[config.mk]
export PLATFORM = sky130hd
export DESIGN_NAME = sseg_scan_ctrl_flat
export DESIGN_NICKNAME = d
export VERILOG_FILES = /design/src/rtl/sseg_pkg.sv /design/src/rtl/sseg_scan_ctrl_if.sv /design/src/rtl/sseg_lz_mask.sv /design/src/rtl/sseg_scan_ctrl.sv /design/src/flat_wrapper.sv
export SDC_FILE = /design/constraint.sdc
export NUM_CORES = 1
export LEC_CHECK = 0
export ABC_CLOCK_PERIOD_IN_PS = 2840
export CAP_MARGIN = 20
export CORE_ASPECT_RATIO = 1.4
export CORE_MARGIN = 1
export CORE_UTILIZATION = 55
export CTS_BUF_LIST = sky130_fd_sc_hd__clkbuf_4 sky130_fd_sc_hd__clkbuf_8 sky130_fd_sc_hd__clkbuf_16
export DETAILED_ROUTE_END_ITERATION = 16
export PLACE_DENSITY = 0.78
export SLEW_MARGIN = 5
export SYNTH_ARGS = -nofsm -noshare
export SYNTH_HDL_FRONTEND = slang
export SYNTH_SLANG_ARGS = --single-unit
[constraint.sdc]
create_clock -name clk -period 2.84 [get_ports clk]
set_input_delay 0.71 -clock clk [delete_from_list [all_inputs] [get_ports clk]]
set_output_delay 0.71 -clock clk [all_outputs]
set_load 0.02 [all_outputs]
[src/rtl/sseg_pkg.sv]
// Shared types and constants for the seven-segment scan controller.
package sseg_pkg;

  typedef enum logic [1:0] {
    S_IDLE  = 2'd0,
    S_BLANK = 2'd1,
    S_DRIVE = 2'd2
  } state_t;

  localparam int         NUM_DIGITS  = 4;
  localparam logic [3:0] AN_OFF      = 4'b1111;
  localparam logic [3:0] BRIGHT_FULL = 4'd15;

  // Everything latched together at a frame boundary.
  typedef struct packed {
    logic [NUM_DIGITS-1:0][3:0] dig;
    logic                       lz_en;
    logic [3:0]                 bright;
  } snap_t;

endpackage

[src/rtl/sseg_scan_ctrl_if.sv]
// Display-side bundle: scan request inputs and the anode/decoder drive outputs.
interface sseg_scan_ctrl_if;
  logic       en;
  logic [3:0] digit1;
  logic [3:0] digit2;
  logic [3:0] digit3;
  logic [3:0] digit4;
  logic       lz_en;
  logic [3:0] brightness;
  logic [3:0] an;
  logic [3:0] digit;
  logic       seg_blank;
  logic       frame_start;

  modport master (
    output en, digit1, digit2, digit3, digit4, lz_en, brightness,
    input  an, digit, seg_blank, frame_start
  );

  modport slave (
    input  en, digit1, digit2, digit3, digit4, lz_en, brightness,
    output an, digit, seg_blank, frame_start
  );
endinterface

[src/rtl/sseg_lz_mask.sv]
// Leading-zero suppression mask; a digit is hidden only if it and every digit to its left is zero.
module sseg_lz_mask
  import sseg_pkg::*;
(
  input  logic [NUM_DIGITS-1:0][3:0] dig,
  input  logic                       lz_en,
  output logic [NUM_DIGITS-1:0]      supp
);

  // The rightmost digit always shows, so an all-zero value reads "0".
  assign supp[3] = lz_en & (dig[3] == 4'd0);
  assign supp[2] = supp[3] & (dig[2] == 4'd0);
  assign supp[1] = supp[2] & (dig[1] == 4'd0);
  assign supp[0] = 1'b0;

endmodule

[src/rtl/sseg_scan_ctrl.sv]
// Four-digit seven-segment scanner: per-slot dead time, frame-coherent snapshot,
// leading-zero suppression and PWM brightness, all outputs registered.
module sseg_scan_ctrl
  import sseg_pkg::*;
#(
  parameter int SLOT_CYCLES = 100000,
  parameter int DEAD_CYCLES = 1000
) (
  input  logic           clk,
  input  logic           reset,
  sseg_scan_ctrl_if.slave bus
);

  localparam int               CNT_W     = $clog2(SLOT_CYCLES);
  localparam logic [CNT_W-1:0] DEAD_LAST = CNT_W'(DEAD_CYCLES - 1);
  localparam logic [CNT_W-1:0] SLOT_LAST = CNT_W'(SLOT_CYCLES - 1);

  state_t            state_q, state_d;
  logic [1:0]        idx_q, idx_d;
  logic [CNT_W-1:0]  slot_q, slot_d;
  logic [3:0]        pwm_q, pwm_d;
  snap_t             snap_q, snap_in;
  logic              snap_take;
  logic [NUM_DIGITS-1:0] supp;
  logic              pwm_on;
  logic              an_act;
  logic [3:0]        an_d;
  logic [3:0]        digit_d;

  assign snap_in = {bus.digit4, bus.digit3, bus.digit2, bus.digit1, bus.lz_en, bus.brightness};

  sseg_lz_mask u_lz_mask (
    .dig   (snap_q.dig),
    .lz_en (snap_q.lz_en),
    .supp  (supp)
  );

  always_comb begin
    state_d   = state_q;
    idx_d     = idx_q;
    slot_d    = slot_q;
    pwm_d     = pwm_q;
    snap_take = 1'b0;
    if (!bus.en) begin
      state_d = S_IDLE;
      idx_d   = 2'd0;
      slot_d  = '0;
      pwm_d   = 4'd0;
    end else begin
      case (state_q)
        S_IDLE: begin
          state_d   = S_BLANK;
          idx_d     = 2'd0;
          slot_d    = '0;
          pwm_d     = 4'd0;
          snap_take = 1'b1;
        end
        S_BLANK: begin
          slot_d = slot_q + 1'b1;
          pwm_d  = pwm_q + 4'd1;
          if (slot_q == DEAD_LAST) state_d = S_DRIVE;
        end
        S_DRIVE: begin
          pwm_d = pwm_q + 4'd1;
          if (slot_q == SLOT_LAST) begin
            state_d   = S_BLANK;
            slot_d    = '0;
            idx_d     = idx_q + 2'd1;
            snap_take = (idx_q == 2'd3);
          end else begin
            slot_d = slot_q + 1'b1;
          end
        end
        default: state_d = S_IDLE;
      endcase
    end
  end

  // Output stage: gated by en so dropping en darkens the display on the very next edge.
  assign pwm_on  = (snap_q.bright == BRIGHT_FULL) | (pwm_q < snap_q.bright);
  assign an_act  = bus.en & (state_q == S_DRIVE) & ~supp[idx_q] & pwm_on;
  assign an_d    = an_act ? ~(4'b0001 << idx_q) : AN_OFF;
  assign digit_d = (!bus.en || state_q == S_IDLE) ? 4'd0 : snap_q.dig[idx_q];

  always_ff @(posedge clk or negedge reset) begin
    if (!reset) begin
      state_q <= S_IDLE;
      idx_q   <= 2'd0;
      slot_q  <= '0;
      pwm_q   <= 4'd0;
      snap_q  <= '0;
    end else begin
      state_q <= state_d;
      idx_q   <= idx_d;
      slot_q  <= slot_d;
      pwm_q   <= pwm_d;
      if (snap_take) snap_q <= snap_in;
    end
  end

  always_ff @(posedge clk or negedge reset) begin
    if (!reset) begin
      bus.an          <= AN_OFF;
      bus.digit       <= 4'd0;
      bus.seg_blank   <= 1'b1;
      bus.frame_start <= 1'b0;
    end else begin
      bus.an          <= an_d;
      bus.digit       <= digit_d;
      bus.seg_blank   <= ~an_act;
      bus.frame_start <= snap_take;
    end
  end

endmodule

[src/flat_wrapper.sv]
// flat-port wrapper written by rule: the top's interface ports become plain ports
module sseg_scan_ctrl_flat import sseg_pkg::*;
#(
  parameter int SLOT_CYCLES = 100000,
  parameter int DEAD_CYCLES = 1000
)
  (clk, reset, bus_en, bus_digit1, bus_digit2, bus_digit3, bus_digit4, bus_lz_en, bus_brightness, bus_an, bus_digit, bus_seg_blank, bus_frame_start);
  sseg_scan_ctrl_if bus_i ();
  input  logic clk;
  input  logic reset;
  input wire logic [$bits(bus_i.en)-1:0] bus_en;
  input wire logic [$bits(bus_i.digit1)-1:0] bus_digit1;
  input wire logic [$bits(bus_i.digit2)-1:0] bus_digit2;
  input wire logic [$bits(bus_i.digit3)-1:0] bus_digit3;
  input wire logic [$bits(bus_i.digit4)-1:0] bus_digit4;
  input wire logic [$bits(bus_i.lz_en)-1:0] bus_lz_en;
  input wire logic [$bits(bus_i.brightness)-1:0] bus_brightness;
  output wire logic [$bits(bus_i.an)-1:0] bus_an;
  output wire logic [$bits(bus_i.digit)-1:0] bus_digit;
  output wire logic [$bits(bus_i.seg_blank)-1:0] bus_seg_blank;
  output wire logic [$bits(bus_i.frame_start)-1:0] bus_frame_start;
  assign bus_i.en = bus_en;
  assign bus_i.digit1 = bus_digit1;
  assign bus_i.digit2 = bus_digit2;
  assign bus_i.digit3 = bus_digit3;
  assign bus_i.digit4 = bus_digit4;
  assign bus_i.lz_en = bus_lz_en;
  assign bus_i.brightness = bus_brightness;
  assign bus_an = bus_i.an;
  assign bus_digit = bus_i.digit;
  assign bus_seg_blank = bus_i.seg_blank;
  assign bus_frame_start = bus_i.frame_start;
  sseg_scan_ctrl #(.SLOT_CYCLES(SLOT_CYCLES), .DEAD_CYCLES(DEAD_CYCLES)) u_core (.clk(clk), .reset(reset), .bus(bus_i));
endmodule
==> results.tsv, run 1 <==
metric	value	unit
sequential area share after synthesis	46.4	%
first-pass GRT wire length	10100	um
row count	31	
DR iter-0 viols	104	
Yosys reg bits	56	
Int Pwr	1.52	mW
Vias per Instance	5.81	
die area	5820	um2
Fmax	468	MHz
TritonRoute pass-1 iters	5	
mapped cell area	3030	um2
Top delay family on crit path	buffers and inverters	
relative slew slack	50.4	%
Finished Layout Cells	354	
# DRC	0	
initial antenna violation count	0	
combinational power share	29.2	%
placed cell count	346	
GRT overflow	0	
Die Y	89.8	um
number of flops mapped to enable cells by yosys	0	
crit-path cells	clkdlybuf4s50_1	
worst path bufs/invs	1	
largest area contributor in the synthesized netlist	dfrtp_1	
CTS root buffer	clkbuf_8	
max cap viols	0	
Max FO, Critical Path	1	
Synth top area share	42.1	%
Sw Share	30.5	%
CORE AREA	5240	um2
Initial Util	57.9	%
largest net degree at the start of global routing	57	
Period Utilization, post-route	75.3	%
unrepaired setup endpoints after global routing	no	
Crit-path slowest cell	clkdlybuf4s50_1	
Post-Syn Nets	293	
GRT met3 Usage	3.93	%
H-tree depth	2	
Pleak	1.50	nW
Final Power	2.19	mW
Slew Limit Fails	0	
Setup Skew	0.00467	ns
Seq pwr share	49.7	%
design area	3460	um2
DP Area	3360	um2
worst slew pin tran	0.740	ns
total CTS buffers	5	
flop-to-flop setup slack	0.73	ns
crit path capture type	primary output	
status	finished, final reports clean	
P&R area growth vs syn	14.2	%
port bufs	33	
Netlist cell types	47	
HP Class	input pin to asynchronous set/reset pin	
Resized Gates After CTS	0	
TritonCTS clock tree	yes	
met1 Use GR	26.2	%
clk_lat worst skew	0.31	ns
die width	64.7	um
detailed placer's ending HPWL	4090	um
Final Hold Fails	0	
gr usage total	22.3	%
synth top area cells	dfrtp_1 (42%), mux2_4 (9.4%), ha_1 (5.0%)	
Sw Pwr	0.670	mW
Hold Buf Count CTS	0	
crit path kind	flip-flop to primary output	
CTS sink count	56	
WP data required	2.13	ns
layer with the highest usage	met2	
Yosys warning count	0	
FFs w/ async S/R, synth	100	%
Setup-failing EPs final	0	
share of layout cells above drive strength 1	19.8	%
vias in the first global route	2102	
met2 Track Usage GR	38.9	%
DR WL/cell	16.5	um
Mean Syn Cell Area	11.8	um2
startpoint types	flip-flop	
GPL Wtd Cong	0.872	
# IOs	34	
fin nets	323	
setup_tns	0	ns
clk buf depth	2	
post-synthesis cell count	257	
crit path DAT	1.43	ns
Clock transition at path regs	0.10	ns
clock power share	21.1	%
fill cell count	404	
WL final	5850	um
slowest stage delay, CP	0.59	ns
setup bufs post-CTS	0	
post-route ant nets	0	
Synth Flop Type	dfrtp_1	
IR drop worst, VDD	307	uV
# diodes	0	
Via Count	2056	
pwr dens	634	nW/um2
minimum clock period	2.14	ns
-- metal layers --
layer | vias up | part of all wire, %
met1 | 1008 | 41
li1 | 982 | -
met5 | - | 0
met4 | 0 | 2.7
met2 | 50 | 53
met3 | 16 | 3.9
-- cells in the final DEF (no fill, tap or decap), types with 5 or more instances in the layout --
cell	count
dfrtp_1	51
clkdlybuf4s50_1	32
nor2_1	24
mux2_4	19
inv_1	14
a22oi_1	12
ha_1	12
nand2_1	11
nand4_1	10
nor4_1	9
xnor2_1	9
xor2_1	8
a21oi_1	7
nand3_1	6
clkbuf_8	6
a22oi_2	5
dfstp_2	5
-- synthesized netlist by cell type (2+ instances only) --
cell and number:
nor4_1 9, a22oi_1 12, nand3_1 6, mux4_2 4
or4_1 2, and4_1 2, dfrtp_1 51, buf_2 3
mux2_2 2, a21oi_1 7, dfstp_2 5, buf_4 2
nor2b_1 4, xor2_1 8, ha_1 12, buf_6 4
o21ai_2 2, nand2b_1 2, clkbuf_1 4, o21ai_0 4
nand2_1 11, xnor2_1 9, nand4_1 10, inv_1 14
mux2_4 19, a22oi_2 5, nor2_1 24
-- power by group through the flow --
| stage | clock network, mW | logic [mW] | registers, mW |
|---|---|---|---|
| after floorplan | 0 | 0.487 | 1.07 |
| after global placement | 0 | 0.623 | 1.10 |
| after detailed placement | 0 | 0.645 | 1.10 |
| after CTS | 0.477 | 0.649 | 1.09 |
| after global routing | 0.508 | 0.699 | 1.11 |
| final | 0.462 | 0.641 | 1.09 |
-- per-stage QoR --
step	hold slack, ns	worst slack [ns]	utilization (%)
global placement	0.489	0.612	64.3
global route	0.545	0.625	66.1
CTS	0.532	0.683	66.1
floorplan	0.414	0.913	-
detailed placement	0.500	0.590	64.3
finish	0.518	0.703	66.1
-- path summary, 6_finish.rpt --
kind                                        from                 to  cells past startpoint
worst max-delay path            u_core.bus.an[3]          bus_an[3]                      1
worst min register to register  u_core.snap_q[4]   u_core.snap_q[4]                      1
worst max register to register  u_core.slot_q[0]  u_core.snap_q[12]                      7
worst min-delay path                       reset  u_core.snap_q[17]                      2
min in group clk                u_core.snap_q[4]   u_core.snap_q[4]                      1
max in group asynchronous                  reset    u_core.idx_q[1]                      2
-- layout make-up --
cell class	instances	area, um2	area share (%)
well taps	66	82.6	2.39
inverters	14	52.6	1.52
clock buffers	7	90.1	2.60
flip-flops and latches	56	1410	40.7
clock inverters	1	7.51	0.217
multi-input cells	173	1470	42.4
repair buffers	37	355	10.3
-- sequential cells by signal, summed over array words and instances (netlist names) --
register                flops
u_core.idx_q                2
u_core.pwm_q                4
u_core.bus.seg_blank        1
u_core.state_q              2
u_core.slot_q              17
u_core.bus.frame_start      1
u_core.snap_q              21
u_core.bus.digit            4
u_core.bus.an               4
-- cells by family (layout without fill, tap and decap cells) --
family	after synthesis	after routing	synth area share [%]
muxes	26	26	13.5
xor gates and xnor gates	17	17	4.91
adders and majority gates	12	12	4.95
DFF	56	56	46.4
and+or+nand+nor	79	79	14.7
AOI/OAI and AO/OA	39	39	10.4
buffers and inverters	28	59	5.20
Power figures use the tool's default switching activity.
==> inputs of run 2 (changes only) <==
Settings changed: ABC_CLOCK_PERIOD_IN_PS 2840 to 1950, CORE_UTILIZATION 55 to 51, PLACE_DENSITY 0.78 to 0.76.
Clock period 2.84 ns to 1.95 ns, I/O delays scaled along.
==> run 2 against run 1 <==
  * Non-clock buffer count rose by 17
  * Design area rose by 6.6%
  * First-iteration DRC count rose by 9.6%
  * Critical endpoint is now bus_an[0]
  * Largest cell class unchanged
==> results.tsv, run 2 (synthesized netlist as in run 1, its figures left out) <==
metric	value	unit	change
worst path bufs/invs	1		unchanged
P&R area growth vs syn	21.7	%	
total CTS buffers	5		unchanged
CTS sink count	56		unchanged
GRT overflow	0		unchanged
RR Startpoint	u_core.slot_q[13]		
DR WL/cell	16.6	um	+0.31%
# diodes	0		unchanged
pwr dens	952	nW/um2	+50%
Slew Limit Fails	0		unchanged
clk_lat worst skew	0.31	ns	about the same
clock power share	25.5	%	+4.4 points
# IOs	34		unchanged
slowest stage delay, CP	0.59	ns	about the same
initial antenna violation count	0		unchanged
Pleak	1.62	nW	+8.5%
Reg2Reg Depth	6		-1
clk buf depth	2		unchanged
port bufs	33		unchanged
GPL Wtd Cong	0.902		+3.4%
vias in the first global route	2267		+7.8%
fin nets	340		+5.3%
row count	32		+3.2%
unrepaired setup endpoints after global routing	yes		
crit-path cells	clkdlybuf4s50_1		
CTS root buffer	clkbuf_8		
most frequent cells in the layout	dfrtp_1 (51), clkdlybuf4s50_1 (31), nor2_1 (24), mux2_4 (19), buf_4 (16)		
Vias per Instance	5.79		-0.34%
relative slew slack	75.7	%	+25 points
Setup Skew	0.0112	ns	+0.00653 ns
most common cell after layout, fill and taps aside	dfrtp_1		
biggest regs	u_core.snap_q: 21 flops, u_core.slot_q: 17 flops		
register bank with the most flops	u_core.snap_q		
startpoint types	flip-flop		
Critical R2R Capture	u_core.snap_q[14]		
Initial Util	54.1	%	-3.8 points
CORE AREA	5610	um2	+7.0%
Sw Pwr	0.996	mW	+49%
setup_tns	0	ns	unchanged
Int Pwr	2.52	mW	+65%
WL final	6180	um	+5.7%
Largest register FFs	21		unchanged
Clock transition at path regs	0.10	ns	about the same
Setup crit start	u_core.bus.an[0]		
IR drop worst, VDD	511	uV	+67%
Core Util, Final	65.8	%	-0.29 points
Top delay family on crit path	buffers and inverters		
Via Count	2159		+5.0%
Seq pwr share	44.8	%	-4.9 points
fill cell count	427		+5.7%
setup bufs post-CTS	0		unchanged
crit path capture type	primary output		
HP Class	input pin to asynchronous set/reset pin		
die area	6260	um2	+7.6%
H-tree depth	2		unchanged
worst slew pin tran	0.364	ns	-0.376 ns
largest net degree at the start of global routing	57		unchanged
flop-to-flop setup slack	0.11	ns	-0.62 ns
max cap viols	0		unchanged
Max FO, Critical Path	1		unchanged
Final Hold Fails	0		unchanged
status	finished, final reports clean		
Final WS setup	0.0446	ns	-0.658 ns
share of layout cells above drive strength 1	24.6	%	+4.8 points
combinational power share	29.7	%	+0.5 points
TritonRoute pass-1 iters	5		unchanged
Period Utilization, post-route	97.7	%	
minimum clock period	1.91	ns	
TritonCTS clock tree	yes		
DR iter-0 viols	114		+9.6%
Setup-failing EPs final	0		unchanged
Sw Share	28.4	%	-2.2 points
placed cell count	365		+5.5%
crit path DAT	1.42	ns	about the same
post-route ant nets	0		unchanged
crit path kind	flip-flop to primary output		
# DRC	0		unchanged
first-pass GRT wire length	10500	um	+4.1%
Fmax	525	MHz	
Crit-path slowest cell	clkdlybuf4s50_1		
detailed placer's ending HPWL	4450	um	+8.7%
gr usage total	22.3	%	-0.030 points
Die Y	93.2	um	+3.8%
Finished Layout Cells	373		+5.4%
WP data required	1.46	ns	-0.67 ns
die width	67.2	um	+3.7%
pre-CTS setup slack	0.0909	ns	-0.499 ns
[run 2: final cells by class]
cell class / count / area [um2] / share of cell area [%]
Clock buffer: 6 / 76.3 / 2.07
Clock inverter: 2 / 60.1 / 1.63
Inverter: 14 / 52.6 / 1.42
Multi-Input combinational cell: 173 / 1470 / 39.8
Sequential cell: 56 / 1410 / 38.1
Tap cell: 68 / 85.1 / 2.31
Timing Repair Buffer: 54 / 539 / 14.6
[run 2: how the worst max path moves through the flow]
stage,depth (start not counted),slack (ns),end
floorplan,8,0.02,u_core.snap_q[10]
global placement,7,0.15,u_core.snap_q[8]
detailed placement,7,0.09,u_core.snap_q[8]
CTS,1,0.03,bus_an[0]
global route,6,-0.0004,u_core.snap_q[14]
finish,1,0.04,bus_an[0]
[run 2: through the flow]
step                power (mW)  instance area, um2  hold WS, ns
floorplan                 2.27                3030        0.192
global placement          2.59                3540        0.486
detailed placement        2.63                3540        0.494
CTS                       3.53                3680        0.169
global route              3.69                3690        0.176
finish                    3.51                3690        0.155
[run 2: per-layer routing]
layer,GRT usage (%),part of all wire [%],vias to the layer above
met5,0,0,-
met3,3.54,4.1,12
met1,25.3,39,1073
met4,8.33,2.2,0
li1,-,-,1016
met2,40.5,54,58
[run 2: power by group through the flow]
stage / combinational (mW) / sequential (mW) / clock [mW]
after floorplan: 0.709 / 1.56 / 0
after global placement: 1.00 / 1.59 / 0
after detailed placement: 1.04 / 1.59 / 0
after CTS: 1.05 / 1.57 / 0.914
after global routing: 1.14 / 1.60 / 0.947
final: 1.04 / 1.57 / 0.895
[run 2: timing repair]
item	4_1_cts	5_1_grt
setup endpoints to repair	0	3
gates resized for setup	0	3
hold buffers	0	0
==> inputs of run 3 (changes only) <==
Settings changed: ABC_CLOCK_PERIOD_IN_PS 1950 to unset.
==> results of run 3 <==
Same layout as run 2: the final DEF is identical, and so are final timing and power.
